--- config.mk ---
export PLATFORM = sky130hd
export DESIGN_NAME = io_cell_cfg_regs
export DESIGN_NICKNAME = d
export VERILOG_FILES = /design/src/rtl/io_cell_cfg_pkg.sv /design/src/rtl/apb_reg_decode.sv /design/src/rtl/io_cell_cfg_regs.sv
export SDC_FILE = /design/constraint.sdc
export NUM_CORES = 1
export LEC_CHECK = 0
export ABC_AREA = 1
export CAP_MARGIN = 10
export CELL_PAD_IN_SITES_DETAIL_PLACEMENT = 1
export CELL_PAD_IN_SITES_GLOBAL_PLACEMENT = 1
export CORE_ASPECT_RATIO = 0.5
export CORE_UTILIZATION = 36
export DETAILED_ROUTE_END_ITERATION = 8
export GPL_ROUTABILITY_DRIVEN = 0
export PLACE_DENSITY_LB_ADDON = 0.1
export SLEW_MARGIN = 5
export SYNTH_ARGS = -nofsm -noshare
export SYNTH_HDL_FRONTEND = slang
export SYNTH_SLANG_ARGS = --single-unit
export TNS_END_PERCENT = 5
--- constraint.sdc ---
create_clock -name clk -period 2.1 [get_ports clk]
set_clock_uncertainty 0.05 [all_clocks]
set_input_delay 0.42 -clock clk [delete_from_list [all_inputs] [get_ports clk]]
set_output_delay 0.42 -clock clk [all_outputs]
set_load 0.05 [all_outputs]
--- src/rtl/io_cell_cfg_pkg.sv ---
// -----------------------------------------------------------------------------
// io_cell_cfg_pkg
// Shared constants for the IO cell configuration register bank: APB register
// map, CTRL/STATUS bit positions and the default cell geometry that is also
// used by the IO cell frame.
// -----------------------------------------------------------------------------
package io_cell_cfg_pkg;

  // Default cell geometry (shared with the IO cell frame)
  localparam int unsigned DEF_IOCELL_CFG_W = 5;
  localparam int unsigned DEF_IOCELL_COUNT = 25;

  // APB bus widths
  localparam int unsigned APB_AW = 12;
  localparam int unsigned APB_DW = 32;

  // Register map (byte addresses)
  localparam logic [APB_AW-1:0] CELL_BASE   = 12'h000;
  localparam logic [APB_AW-1:0] CTRL_ADDR   = 12'h080;
  localparam logic [APB_AW-1:0] STATUS_ADDR = 12'h084;

  // CTRL bit indices
  localparam int unsigned CTRL_COMMIT_BIT = 0;
  localparam int unsigned CTRL_LOCK_BIT   = 1;

  // STATUS bit indices
  localparam int unsigned STATUS_PENDING_BIT = 0;
  localparam int unsigned STATUS_LOCKED_BIT  = 1;

  // Word index of a byte address; the two byte-lane bits are ignored.
  function automatic logic [APB_AW-3:0] word_of(input logic [APB_AW-1:0] addr);
    return addr[APB_AW-1:2];
  endfunction

endpackage

--- src/rtl/apb_reg_decode.sv ---
// -----------------------------------------------------------------------------
// apb_reg_decode
// Pure combinational address decode for the IO cell configuration bank.
// Ports:
//   i_addr       APB byte address (bits [1:0] ignored)
//   o_cell_idx   cell index addressed (valid when o_cell_hit)
//   o_cell_hit   address falls on an implemented CELL[i] register
//   o_ctrl_hit   address is CTRL
//   o_status_hit address is STATUS
//   o_err        address is unmapped
// -----------------------------------------------------------------------------
module apb_reg_decode
  import io_cell_cfg_pkg::*;
#(
  parameter int unsigned CELL_COUNT = DEF_IOCELL_COUNT
) (
  input  logic [APB_AW-1:0] i_addr,
  output logic [4:0]        o_cell_idx,
  output logic              o_cell_hit,
  output logic              o_ctrl_hit,
  output logic              o_status_hit,
  output logic              o_err
);

  logic [APB_AW-3:0] w_word;
  logic              w_unused_lanes;

  // Byte-lane bits carry no information for word registers.
  assign w_unused_lanes = &{1'b0, i_addr[1:0]};

  // Classify the address into cell / ctrl / status / unmapped.
  always_comb begin
    w_word       = word_of(i_addr) - word_of(CELL_BASE);
    o_cell_idx   = w_word[4:0];
    o_cell_hit   = ({22'd0, w_word} < CELL_COUNT);
    o_ctrl_hit   = (word_of(i_addr) == word_of(CTRL_ADDR));
    o_status_hit = (word_of(i_addr) == word_of(STATUS_ADDR));
    o_err        = !(o_cell_hit || o_ctrl_hit || o_status_hit);
  end

endmodule

--- src/rtl/io_cell_cfg_regs.sv ---
// -----------------------------------------------------------------------------
// io_cell_cfg_regs
// APB3 register bank producing the per-pad configuration vector for the IO
// cell frame. Software writes shadow registers and applies them all at once
// with a COMMIT so the pads never see a half-updated configuration. A sticky
// LOCK freezes shadow writes and commits until reset.
// Ports:
//   clk, rst_n        clock, asynchronous active-low reset
//   PADDR..PWDATA     APB3 request
//   PRDATA, PREADY,
//   PSLVERR           APB3 response (zero wait states)
//   cell_cfg          active configuration, cell i at [(i+1)*W-1 : i*W]
//   cfg_updated       one-cycle pulse after each accepted commit
// -----------------------------------------------------------------------------
module io_cell_cfg_regs
  import io_cell_cfg_pkg::*;
#(
  parameter int unsigned              IOCELL_CFG_W   = DEF_IOCELL_CFG_W,
  parameter int unsigned              IOCELL_COUNT   = DEF_IOCELL_COUNT,
  parameter logic [IOCELL_CFG_W-1:0]  IOCELL_CFG_RST = {IOCELL_CFG_W{1'b0}}
) (
  input  logic                                 clk,
  input  logic                                 rst_n,
  input  logic [APB_AW-1:0]                    PADDR,
  input  logic                                 PSEL,
  input  logic                                 PENABLE,
  input  logic                                 PWRITE,
  input  logic [APB_DW-1:0]                    PWDATA,
  output logic [APB_DW-1:0]                    PRDATA,
  output logic                                 PREADY,
  output logic                                 PSLVERR,
  output logic [IOCELL_CFG_W*IOCELL_COUNT-1:0] cell_cfg,
  output logic                                 cfg_updated
);

  logic [IOCELL_COUNT-1:0][IOCELL_CFG_W-1:0] r_shadow;
  logic [IOCELL_COUNT-1:0][IOCELL_CFG_W-1:0] r_active;
  logic                                      r_lock;
  logic                                      r_cfg_updated;

  logic [4:0]              w_cell_idx;
  logic                    w_cell_hit;
  logic                    w_ctrl_hit;
  logic                    w_status_hit;
  logic                    w_addr_err;
  logic                    w_access;
  logic                    w_wr;
  logic                    w_cell_wr;
  logic                    w_commit;
  logic                    w_lock_set;
  logic                    w_pending;
  logic [IOCELL_CFG_W-1:0] w_cell_rd;
  logic [APB_DW-1:0]       w_prdata;
  logic                    w_pslverr;
  logic                    w_unused_wdata;

  apb_reg_decode #(
    .CELL_COUNT (IOCELL_COUNT)
  ) u_decode (
    .i_addr       (PADDR),
    .o_cell_idx   (w_cell_idx),
    .o_cell_hit   (w_cell_hit),
    .o_ctrl_hit   (w_ctrl_hit),
    .o_status_hit (w_status_hit),
    .o_err        (w_addr_err)
  );

  // Upper write-data bits are don't-care for every register.
  assign w_unused_wdata = &{1'b0, PWDATA[APB_DW-1:IOCELL_CFG_W]};

  assign w_access  = PSEL & PENABLE;
  assign w_wr      = w_access & PWRITE;
  // Lock blocks shadow writes and commits; a commit+lock pair commits first
  // because w_commit looks at the lock value before this edge.
  assign w_cell_wr  = w_wr & w_cell_hit & ~r_lock;
  assign w_commit   = w_wr & w_ctrl_hit & PWDATA[CTRL_COMMIT_BIT] & ~r_lock;
  assign w_lock_set = w_wr & w_ctrl_hit & PWDATA[CTRL_LOCK_BIT];
  assign w_pending  = (r_shadow != r_active);

  // Shadow copies written by software.
  always_ff @(posedge clk or negedge rst_n) begin
    if (!rst_n) begin
      for (int i = 0; i < IOCELL_COUNT; i++) begin
        r_shadow[i] <= IOCELL_CFG_RST;
      end
    end else begin
      for (int i = 0; i < IOCELL_COUNT; i++) begin
        if (w_cell_wr && (w_cell_idx == i[4:0])) begin
          r_shadow[i] <= PWDATA[IOCELL_CFG_W-1:0];
        end
      end
    end
  end

  // Active configuration: all cells loaded together on commit.
  always_ff @(posedge clk or negedge rst_n) begin
    if (!rst_n) begin
      for (int i = 0; i < IOCELL_COUNT; i++) begin
        r_active[i] <= IOCELL_CFG_RST;
      end
    end else if (w_commit) begin
      r_active <= r_shadow;
    end
  end

  // Sticky lock and the post-commit pulse.
  always_ff @(posedge clk or negedge rst_n) begin
    if (!rst_n) begin
      r_lock        <= 1'b0;
      r_cfg_updated <= 1'b0;
    end else begin
      r_cfg_updated <= w_commit;
      if (w_lock_set) begin
        r_lock <= 1'b1;
      end
    end
  end

  // Shadow read mux over the addressed cell.
  always_comb begin
    w_cell_rd = {IOCELL_CFG_W{1'b0}};
    for (int i = 0; i < IOCELL_COUNT; i++) begin
      if (w_cell_idx == i[4:0]) begin
        w_cell_rd = r_shadow[i];
      end else begin
        w_cell_rd = w_cell_rd;
      end
    end
  end

  // APB response; data and error are only driven during the access phase.
  always_comb begin
    w_prdata  = {APB_DW{1'b0}};
    w_pslverr = 1'b0;
    if (w_access) begin
      if (w_addr_err) begin
        w_pslverr = 1'b1;
      end else if (w_cell_hit) begin
        if (PWRITE) begin
          w_pslverr = r_lock;
        end else begin
          w_prdata[IOCELL_CFG_W-1:0] = w_cell_rd;
        end
      end else if (w_ctrl_hit) begin
        if (PWRITE) begin
          w_pslverr = r_lock & PWDATA[CTRL_COMMIT_BIT];
        end else begin
          w_prdata[CTRL_LOCK_BIT] = r_lock;
        end
      end else begin
        if (PWRITE) begin
          w_pslverr = 1'b1;
        end else begin
          w_prdata[STATUS_PENDING_BIT] = w_pending;
          w_prdata[STATUS_LOCKED_BIT]  = r_lock;
        end
      end
    end else begin
      w_prdata  = {APB_DW{1'b0}};
      w_pslverr = 1'b0;
    end
  end

  assign PRDATA      = w_prdata;
  assign PSLVERR     = w_pslverr;
  assign PREADY      = w_access;
  assign cell_cfg    = r_active;
  assign cfg_updated = r_cfg_updated;

endmodule

==> results.sh <==
export IMPL_worstPathCellList="inv_2 > o21ai_1 > a21oi_1 > nand4_1 > nor2_1 > nand3_1 > nor2_2 > nand3_2 > nand2_1 > nand4_1 > nand2_1 > nand3_2 > nand2_1 > nand4_1 > nor2_2 > nor2_4 > buf_6"
export IMPL_overflow=0
export IMPL_grt_pass1_vias=13269
export IMPL_synth_top_area_cell="dfrtp_1"
export IMPL_synth_top_area_share_pct=52.0
export IMPL_synthSimpleGateAreaFrac_pct=24.8
export IMPL_critPathMaxStageDelay_ps=400
export IMPL_cts_sinks=252
export IMPL_area_growth_pct=50.2
export IMPL_core_rowCount=47
export IMPL_drv_cap=0
export IMPL_synthDistinctLibCells=27
export IMPL_r2r_start="r_lock$_DFFE_PN0P_"
export IMPL_cts_buffers=26
export IMPL_drt_iter0_markers=644
export IMPL_drt_drc_violations_left=0
export IMPL_crit_slowest_cell="dfrtp_1"
export IMPL_crit_type="reg2out"
export IMPL_finalSetupTns_ps=-5600
export IMPL_nFillCells=3975
export IMPL_ir_worst_vdd_v=0.000426
export IMPL_grt_max_degree=75
export IMPL_synth_compound_area_share_pct=9.21
export IMPL_path_buf_inv=2
export IMPL_die_y_microns=132
export IMPL_synth_seq_cells=252
export IMPL_startpoint_type="flop"
export IMPL_synth_area_leaders="dfrtp_1 52%, nand2_1 17%, o21ai_0 8.1%"
export IMPL_synth_xor_area_share_pct=7.81
export IMPL_grt_pass1_wl_microns=73600
export IMPL_violations="setup timing"
export IMPL_ant_nets=0
export IMPL_synth_most_common_cell="nand2_1"
export IMPL_dr_pass1_iters=5
export IMPL_stdcell_area_sq_um=18200
export IMPL_r2r_cells=6
export IMPL_dp_slack_ps=-1510
export IMPL_maxSlewViolCount=0
export IMPL_cts_tree="done"
export IMPL_htreeDepth=1
export IMPL_worst_pin_slew_ps=553
export IMPL_nNetsFinal=2069
export IMPL_setup_viol=6
export IMPL_port_buffers=152
export IMPL_r2r_slack_ps=550
export IMPL_coreArea_sq_um=33100
export IMPL_totalWireLength_microns=46200
export IMPL_status="finished, violations left"
export IMPL_n_antenna_cell=0
export IMPL_clockBufferDepth=3
export IMPL_drive_gt1_share_pct=34.1
export IMPL_reg2reg_to="r_shadow[10]$_DFFE_PN0P_"
export IMPL_dpl_instance_area_sq_um=16800
export IMPL_antenna_found_initial=0
export IMPL_worst_hold_slack_ps=357
export IMPL_yosys_mux_area_fraction_pct=0
export IMPL_worstPathArrival_ps=2740
export IMPL_initial_core_util_pct=36.6
export IMPL_netlist_instances=1483
export IMPL_grt_total_usage_pct=27.3
export IMPL_final_util_pct=55.0
export IMPL_synthAdderAreaFrac_pct=0
export IMPL_fin_crit_sh_pct=153
export IMPL_synth_area_sq_um=12100
export IMPL_dieArea_sq_um=34400
export IMPL_synth_area_per_cell_sq_um=8.17
export IMPL_wire_per_inst_microns=18.6
export IMPL_ys_warnings_count=0
export IMPL_viasPerCell=4.93
export IMPL_insertion_delay_ps=560
export IMPL_fmax_mhz=312
export IMPL_dr_total_vias=12233
export IMPL_synthTopCellsByCount="564 x nand2_1, 252 x dfrtp_1, 196 x o21ai_0, 96 x inv_1, 63 x xor2_1"
export IMPL_hold_viol_final=0
export IMPL_leakagePower_nw=9.64
export IMPL_cp_end_kind="output port"
export IMPL_ys_async_sr_fraction_pct=100
export IMPL_synth_edf_count=0
export IMPL_ys_flop_type="dfrtp_1"
export IMPL_synth_top_family_by_area="simple AND/OR/NAND/NOR gates"
export IMPL_ys_seq_area_share_pct=52.0
export IMPL_slew_headroom_pct=63.1
export IMPL_worst_path_dominant_cell_family="simple AND/OR/NAND/NOR gates"
export IMPL_dp_hpwl_microns=33300
export IMPL_setup_slack_ps=-1110
export IMPL_crit_required_ps=1630
export IMPL_clk_root_buffer_cell="clkbuf_16"
export IMPL_power_density_nw_per_um2=583
export IMPL_path_clk_slew_ps=70
export IMPL_fp_dieW_microns=261
export IMPL_crit_fanout=2
export IMPL_period_needed_ps=3210
export IMPL_hp_class="in2async"
export IMPL_pin_count=209
export IMPL_rsz0062_at_grt="true"
worst max-delay path by stage:
stage	to	cells past startpoint	slack (ps)	startpoint
finish	PRDATA[2]	17	-1110	r_shadow[7]$_DFFE_PN0P_
global route	PRDATA[1]	19	-1290	r_shadow[6]$_DFFE_PN0P_
CTS	PRDATA[3]	16	-1200	r_shadow[8]$_DFFE_PN0P_
detailed placement	PRDATA[3]	21	-1510	PADDR[3]
global placement	PRDATA[3]	21	-1390	PADDR[2]
floorplan	PRDATA[3]	17	-270	PADDR[5]
cells by family (layout without fill, tap and decap cells):
logic type | after synthesis | in the layout
AND/OR/NAND/NOR | 731 | 731
flip-flops | 252 | 252
AO/OA/AOI/OAI | 221 | 221
buffers and inverters | 170 | 700
XOR/XNOR | 108 | 108
other | 1 | 27
layout by cell type (no fill, tap or decap), types with 17 or more instances in the layout:
master | netlist | layout
conb_1 | 1 | 27
nand2_1 | 564 | 525
buf_4 | 27 | 485
nand4_1 | 32 | 32
buf_12 | 0 | 20
nor2_1 | 48 | 31
inv_1 | 96 | 78
xor2_1 | 63 | 63
nand3_1 | 31 | 23
inv_2 | 8 | 20
o21ai_0 | 196 | 180
o21ai_1 | 6 | 17
dfrtp_1 | 252 | 252
clkbuf_16 | 0 | 27
nand2_2 | 2 | 33
xnor2_1 | 45 | 45
what timing repair did:
action | CTS | global route
endpoints found under the setup margin | 139 | 133
hold buffers | 1 | 0
endpoints found under the hold margin | 45 | 0
gates resized for setup | 92 | 65
setup buffers | 13 | 14
pin swaps | 46 | 47
metrics by stage:
stage	power [mW]	instances
3_5_place_dp	5.53	2408
3_3_place_gp	5.51	2408
6_report	10.6	2480
2_1_floorplan	5.21	1509
4_1_cts	10.7	2469
5_1_grt	10.9	2480
power breakdown:
group / internal (mW) / switching, mW / total [mW] / leakage, nW
combinational: 0.178 / 0.447 / 0.626 / 5.68
clock: 3.05 / 2.09 / 5.14 / 0.449
sequential: 4.85 / 0.000227 / 4.85 / 3.52
routing by layer:
metal  share of wire (%)  vias to the layer above  GRT usage (%)
met5                   0                        -              0
met4                 2.0                        0           5.75
met3                 3.7                       62           3.79
met2                  49                      225           46.7
met1                  45                     6185           36.9
li1                    -                     5761              -
worst reg2reg max path: cells and delay by family, from the launching register on:
family | cells | cell delay [ps]
AO/OA/AOI/OAI | 1 | 80
AND/OR/NAND/NOR | 3 | 420
buffers and inverters | 2 | 460
flip-flops | 1 | 410
sequential cells by signal, indices dropped and copies added (netlist names):
signal and count:
cell_cfg 125, cfg_updated 1, r_lock 1, r_shadow 125
cell type report:
type | count | area, sq um | share of cell area (%)
Clock inverter | 7 | 138 | 0.756
Tap cell | 441 | 552 | 3.03
Sequential cell | 252 | 6310 | 34.6
Timing Repair Buffer | 549 | 4460 | 24.5
Inverter | 104 | 409 | 2.25
Multi-Input combinational cell | 1087 | 5560 | 30.5
Clock buffer | 40 | 785 | 4.31
(Power assumes the default switching activity.)
